## config.mk

```make
export PLATFORM = sky130hd
export DESIGN_NAME = memory_stage
export DESIGN_NICKNAME = d
export VERILOG_FILES = /design/src/rtl/memory_stage.sv
export SDC_FILE = /design/constraint.sdc
export NUM_CORES = 1
export LEC_CHECK = 0
export ABC_CLOCK_PERIOD_IN_PS = 1850
export BUFFER_PORTS_ARGS = -buffer_cell sky130_fd_sc_hd__buf_4
export CORE_ASPECT_RATIO = 1.25
export CORE_UTILIZATION = 45
export DETAILED_ROUTE_END_ITERATION = 16
export PLACE_DENSITY = 0.82
export SLEW_MARGIN = 20
export SYNTH_ARGS = -nofsm -noshare
export SYNTH_HDL_FRONTEND = slang
export SYNTH_SLANG_ARGS = --single-unit
export TNS_END_PERCENT = 50
```

## constraint.sdc

```tcl
create_clock -name clk -period 1.85 [get_ports clk]
set_clock_uncertainty 0.15 [all_clocks]
set_input_delay 0.2775 -clock clk [delete_from_list [all_inputs] [get_ports clk]]
set_output_delay 0.2775 -clock clk [all_outputs]
set_load 0.1 [all_outputs]
```

## src/rtl/memory_stage.sv

```systemverilog
// memory_stage: load/store unit with request/grant/rvalid bus and registered write-back.
// Define MEM_MISALIGN_TRAP_EN to flag misaligned H/W accesses instead of issuing them.
module memory_stage #(
  parameter int ADDRESS_WIDTH = 5,
  parameter int DATA_WIDTH    = 32
) (
  input  logic                     clk,
  input  logic                     rst_n,
  input  logic                     ex_valid,
  output logic                     ex_ready,
  input  logic                     MemRead,
  input  logic                     MemWrite,
  input  logic [2:0]               funct3,
  input  logic [DATA_WIDTH-1:0]    ALUout,
  input  logic [DATA_WIDTH-1:0]    WriteData,
  input  logic [DATA_WIDTH-1:0]    PCPlus4,
  input  logic [1:0]               ResultSrc,
  input  logic [ADDRESS_WIDTH-1:0] rd,
  input  logic                     RegWrite,
  output logic                     mem_req,
  output logic                     mem_we,
  output logic [DATA_WIDTH-1:0]    mem_addr,
  output logic [3:0]               mem_be,
  output logic [DATA_WIDTH-1:0]    mem_wdata,
  input  logic                     mem_gnt,
  input  logic                     mem_rvalid,
  input  logic [DATA_WIDTH-1:0]    mem_rdata,
  output logic                     wb_valid,
  output logic [ADDRESS_WIDTH-1:0] wb_rd,
  output logic                     wb_RegWrite,
  output logic [DATA_WIDTH-1:0]    wb_result,
  output logic                     wb_err
);
  localparam logic [1:0] IDLE = 2'd0, REQ = 2'd1, WAIT = 2'd2;
  logic [1:0] state_q, state_d;
  logic we_q, we_d, ld_q, ld_d, rw_q, rw_d;
  logic [31:0] addr_q, addr_d, wdata_q, wdata_d, res_q, res_d;
  logic [3:0] be_q, be_d;
  logic [2:0] f3_q, f3_d;
  logic [1:0] off_q, off_d;
  logic [ADDRESS_WIDTH-1:0] rd_q, rd_d, wb_rd_q, wb_rd_d;
  logic wb_valid_q, wb_valid_d, wb_rw_q, wb_rw_d, wb_err_q, wb_err_d;
  logic [31:0] wb_res_q, wb_res_d;
  logic accept, mem_op, is_b, is_h, mis;
  logic [31:0] sel, ext;
  logic [7:0] bsel;
  logic [15:0] hsel;
  assign accept = ex_valid && state_q == IDLE;
  assign mem_op = MemRead || MemWrite;
  assign is_b   = funct3[1:0] == 2'b00;
  assign is_h   = funct3[1:0] == 2'b01;
`ifdef MEM_MISALIGN_TRAP_EN
  assign mis = (is_h && ALUout[0]) || (!is_b && !is_h && |ALUout[1:0]);
`else
  assign mis = 1'b0;
`endif
  assign sel  = ResultSrc == 2'b10 ? PCPlus4 : ALUout;
  assign bsel = off_q[1] ? (off_q[0] ? mem_rdata[31:24] : mem_rdata[23:16])
                         : (off_q[0] ? mem_rdata[15:8]  : mem_rdata[7:0]);
  assign hsel = off_q[1] ? mem_rdata[31:16] : mem_rdata[15:0];
  assign ext  = f3_q[1:0] == 2'b00 ? {{24{~f3_q[2] & bsel[7]}}, bsel} :
                f3_q[1:0] == 2'b01 ? {{16{~f3_q[2] & hsel[15]}}, hsel} : mem_rdata;
  always_comb begin
    state_d = state_q;
    we_d = we_q;
    addr_d = addr_q;
    be_d = be_q;
    wdata_d = wdata_q;
    f3_d = f3_q;
    off_d = off_q;
    ld_d = ld_q;
    res_d = res_q;
    rd_d = rd_q;
    rw_d = rw_q;
    wb_valid_d = 1'b0;
    wb_rd_d = wb_rd_q;
    wb_rw_d = wb_rw_q;
    wb_res_d = wb_res_q;
    wb_err_d = wb_err_q;
    case (state_q)
      IDLE: if (accept) begin
        if (mem_op && !mis) begin
          state_d = REQ;
          we_d = MemWrite;
          addr_d = {ALUout[31:2], 2'b00};
          be_d = is_b ? 4'b0001 << ALUout[1:0] : is_h ? (ALUout[1] ? 4'b1100 : 4'b0011) : 4'b1111;
          wdata_d = is_b ? {4{WriteData[7:0]}} : is_h ? {2{WriteData[15:0]}} : WriteData;
          f3_d = funct3;
          off_d = ALUout[1:0];
          ld_d = ResultSrc == 2'b01;
          res_d = sel;
          rd_d = rd;
          rw_d = RegWrite;
        end else begin
          // a mem op reaching here is a trapped misaligned access
          wb_valid_d = 1'b1;
          wb_rd_d = rd;
          wb_rw_d = RegWrite && !mem_op;
          wb_res_d = sel;
          wb_err_d = mem_op;
        end
      end
      REQ: if (mem_gnt) begin
        state_d = we_q ? IDLE : WAIT;
        wb_valid_d = we_q;
        wb_rd_d = we_q ? rd_q : wb_rd_q;
        wb_rw_d = we_q ? 1'b0 : wb_rw_q;
        wb_res_d = we_q ? res_q : wb_res_q;
        wb_err_d = we_q ? 1'b0 : wb_err_q;
      end
      WAIT: if (mem_rvalid) begin
        state_d = IDLE;
        wb_valid_d = 1'b1;
        wb_rd_d = rd_q;
        wb_rw_d = rw_q;
        wb_res_d = ld_q ? ext : res_q;
        wb_err_d = 1'b0;
      end
      default: state_d = IDLE;
    endcase
  end
  always_ff @(posedge clk or negedge rst_n) begin
    if (!rst_n) begin
      state_q <= IDLE;
      we_q <= 1'b0;
      addr_q <= '0;
      be_q <= '0;
      wdata_q <= '0;
      f3_q <= '0;
      off_q <= '0;
      ld_q <= 1'b0;
      res_q <= '0;
      rd_q <= '0;
      rw_q <= 1'b0;
      wb_valid_q <= 1'b0;
      wb_rd_q <= '0;
      wb_rw_q <= 1'b0;
      wb_res_q <= '0;
      wb_err_q <= 1'b0;
    end else begin
      state_q <= state_d;
      we_q <= we_d;
      addr_q <= addr_d;
      be_q <= be_d;
      wdata_q <= wdata_d;
      f3_q <= f3_d;
      off_q <= off_d;
      ld_q <= ld_d;
      res_q <= res_d;
      rd_q <= rd_d;
      rw_q <= rw_d;
      wb_valid_q <= wb_valid_d;
      wb_rd_q <= wb_rd_d;
      wb_rw_q <= wb_rw_d;
      wb_res_q <= wb_res_d;
      wb_err_q <= wb_err_d;
    end
  end
  assign ex_ready    = state_q == IDLE;
  assign mem_req     = state_q == REQ;
  assign mem_we      = we_q;
  assign mem_addr    = addr_q;
  assign mem_be      = be_q;
  assign mem_wdata   = wdata_q;
  assign wb_valid    = wb_valid_q;
  assign wb_rd       = wb_rd_q;
  assign wb_RegWrite = wb_rw_q;
  assign wb_result   = wb_res_q;
  assign wb_err      = wb_err_q;
endmodule

```

==> impl_results.md <==
* Syn_area_per_cell at ~11 sq um
* Width of the die at roughly 120 um
* Number of hold violations in the final report at 1
* Post-Syn Area at around 8400 sq um
* Crit-path slowest cell: sky130_fd_sc_hd__dfrtp_1
* Clock insertion delay at the later pin of the skew report at ~0.44 ns
* Post-route standard cell area excluding fillers at about 13000 sq um
* Inserted Diodes at 0
* Number of cell rows at 55
* Most frequent cell after synthesis: sky130_fd_sc_hd__dfrtp_1
* TritonCTS Buffers at 17
* Number of enable-type register cells in the synthesized netlist at 0
* Vias in the first global route at between 8000 and 9000
* Fillcell total at roughly 1100
* Max Slew Vio Count at 0
* Nets at about 1300
* Final setup viols at 50
* Worst Setup End Kind: flip-flop
* Total of max-cap violations at 0
* Final worst setup slack at -0.3768 ns
* Worst Max-Slew Pin Slew at about 0.5 ns
* Area of the placeable core at approximately 18000 sq um
* Proportion of netlist area held by the largest area contributor at 45.38%
* Die H at roughly 150 um
* Worst-case register-to-register setup slack at -0.38 ns
* Final Critical Period at approximately 2.2 ns
* Async set or reset register ratio after synthesis at 100.0%
* Post-route clock period utilization at 120.4%
* Number of levels the H-tree was split into at 4
* CP startpoint kind: flip-flop
* Post-placement setup slack at -0.2404 ns
* Relative slew slack at 66.31%
* Synthesis warning total at 0
* Worst min path class: primary input to flip-flop
* Clock slew seen by the registers of the worst setup and hold paths at ~0.07 ns
* Most area-hungry cell type in the Yosys netlist: sky130_fd_sc_hd__dfrtp_1
* Data required time at the worst endpoint at just under 2 ns
* Detailed-route wire length per cell at 23.02 um
* Crit-path max FO at 5
* TritonCTS clock tree: done
* Antenna violation net count after detailed routing at 0
* Number of design rule violations left after detail routing at 0
* Total vias in the final route at 8466
* Violations in the final reports: hold timing, setup timing
* # IOs at ~260
* Tightest hold margin at -0.006780 ns
* Leading cell types by total area after synthesis: sky130_fd_sc_hd__dfrtp_1 (45%), sky130_fd_sc_hd__mux2_2 (13%), sky130_fd_sc_hd__mux2i_1 (4.5%), sky130_fd_sc_hd__o21ai_0 (3.3%), sky130_fd_sc_hd__nand2_1 (2.9%)
* First DRT Iteration DRCs at about 670
* All-Layer GR Usage at between 30% and 40%
* Initial cell density of the core at 46.14%
* Top flip-flop cell by instance count after synthesis: sky130_fd_sc_hd__dfrtp_1
* Clk sinks at roughly 150
* Ratio of cells with drive above 1 in the final layout at slightly above 50%
* Result of the run: finished, violations left
* Final routed wirelength across all metal layers at ~32000 um
* Placed standard-cell area at 11110 sq um
* Number of iterations in the first detailed-routing pass at 5
* Post-synth cell types at between 50 and 60
* Register bit total from synthesis at between 150 and 200
* CP peak stage delay at 0.40 ns
* Final total negative setup slack at -9.143 ns
* Ordered list of cells on the worst path: inv_2, ha_4, and2b_2, a211o_4, buf_12, buf_16, o21ai_0, o221ai_2
* Worst setup path category: flip-flop to flip-flop
* First-pass GRT wire length at ~45000 um
* Via count normalized by instance count at 6.095
* Buffer cell driving the clock tree root: sky130_fd_sc_hd__clkbuf_16
* Worst path arrival time at around 2.4 ns
* Residual overflow from global routing at 0
* Post-DP HPWL at 19470 um
* Overall die area at 19180 sq um
* Maximum number of pins on one net before global-route repair at 48
* Number of I/O port buffers at roughly 250
* Unrepaired setup endpoints after global routing: yes
* Top cell types by occurrence after synthesis: sky130_fd_sc_hd__dfrtp_1 (152), sky130_fd_sc_hd__mux2_2 (94), sky130_fd_sc_hd__nand2_1 (64)
* Area delta synth->final at 59.56%
* F_max at between 400 and 500 MHz
* Post-synthesis instance total at 772
* Max clock buf depth at 2
* Sequential cell area fraction in the yosys report at 45.38%
* Last weighted congestion value of the routability-driven placer at 0.8655
* Antenna violations before repair at 0
metal layers:
layer,global-route usage [%],share of wire (%),up-vias
met5,0,0,-
met2,51.46,50,507
met3,7.596,8.7,131
li1,-,-,3670
met4,15.31,5.5,0
met1,36.26,35,4158
path summary, 6_finish.rpt:
path,start,endpoint,cells past startpoint
setup / recovery,state_q[1]$_DFFE_PN0P_,wb_result[6]$_DFFE_PN0P_,8
hold / removal,WriteData[27],mem_wdata[27]$_DFFE_PN0P_,3
setup reg to reg,state_q[1]$_DFFE_PN0P_,wb_result[6]$_DFFE_PN0P_,8
hold reg to reg,mem_wdata[31]$_DFFE_PN0P_,mem_wdata[31]$_DFFE_PN0P_,2
max in group asynchronous,rst_n,off_q[0]$_DFFE_PN0P_,3
min in group asynchronous,rst_n,mem_addr[20]$_DFFE_PN0P_,2
state kept, by name, indices dropped and copies added, names as in the netlist, 2 cells and up:
| register | cells |
|---|---|
| mem_addr | 30 |
| wb_result | 32 |
| state_q | 2 |
| off_q | 2 |
| f3_q | 3 |
| res_q | 32 |
| mem_be | 4 |
| wb_rd | 5 |
| rd_q | 5 |
| mem_wdata | 32 |
layout by cell type, fill, tap and decap left out, types with 13 or more instances in the layout:
| cell | instances |
|---|---|
| sky130_fd_sc_hd__buf_4 | 316 |
| sky130_fd_sc_hd__nor2_1 | 23 |
| sky130_fd_sc_hd__dfrtp_1 | 149 |
| sky130_fd_sc_hd__a21oi_1 | 34 |
| sky130_fd_sc_hd__dlygate4sd3_1 | 66 |
| sky130_fd_sc_hd__buf_12 | 17 |
| sky130_fd_sc_hd__mux2i_1 | 38 |
| sky130_fd_sc_hd__buf_6 | 17 |
| sky130_fd_sc_hd__nand2b_1 | 16 |
| sky130_fd_sc_hd__nand3_1 | 23 |
| sky130_fd_sc_hd__o21ai_1 | 20 |
| sky130_fd_sc_hd__mux2_2 | 94 |
| sky130_fd_sc_hd__o21ai_0 | 29 |
| sky130_fd_sc_hd__a211oi_1 | 14 |
| sky130_fd_sc_hd__nand2_1 | 56 |
| sky130_fd_sc_hd__a21boi_0 | 14 |
| sky130_fd_sc_hd__o21ai_2 | 13 |
| sky130_fd_sc_hd__clkbuf_16 | 20 |
kinds of logic after synthesis:
| logic type | share of synthesized area [%] |
|---|---|
| simple gates | 10.18 |
| flops | 45.38 |
| mux | 20.03 |
| other cells | 0.04474 |
| buf+inv | 4.792 |
| compound gates | 18.82 |
| fa+ha+maj | 0.7464 |
per-stage QoR:
stage	hold slack (ns)	utilization (%)	instances
final	-0.006780	73.62	1389
after global routing	0.003406	73.62	1389
after CTS	0.0007637	70.34	1378
after detailed placement	0.07723	61.18	1266
after global placement	0.08227	61.18	1266
after floorplan	-0.1681	-	774
what timing repair did:
| action | 4_1_cts | 5_1_grt |
|---|---|---|
| setup buffers | 11 | 5 |
| resized for setup | 62 | 100 |
| hold buffers | 65 | 1 |
| gates cloned | 4 | 5 |
| pin swaps | 6 | 18 |
| endpoints found under the hold margin | 123 | 1 |
| endpoints found under the setup margin | 68 | 137 |
area by class of cell:
cell class | instances | area (sq um) | share of cell area [%]
clock buffers | 17 | 425.4 | 3.181
inverters | 9 | 43.79 | 0.3274
multi-input cells | 540 | 4825 | 36.07
clock inverters | 15 | 162.7 | 1.216
flip-flops and latches | 152 | 3807 | 28.47
well taps | 228 | 285.3 | 2.133
repair buffers | 428 | 3825 | 28.60
critical path, delay by kind of cell (launching register included):
kind                     cells  cell delay [ns]
AO/OA/AOI/OAI                3             0.77
adder cells (fa/ha/maj)      1             0.17
buffers and inverters        3             0.37
flip-flops                   1             0.40
AND/OR/NAND/NOR              1             0.21
Power is not shown: default switching activity piles up to over one toggle a cycle in this logic, so the estimate is an artifact.
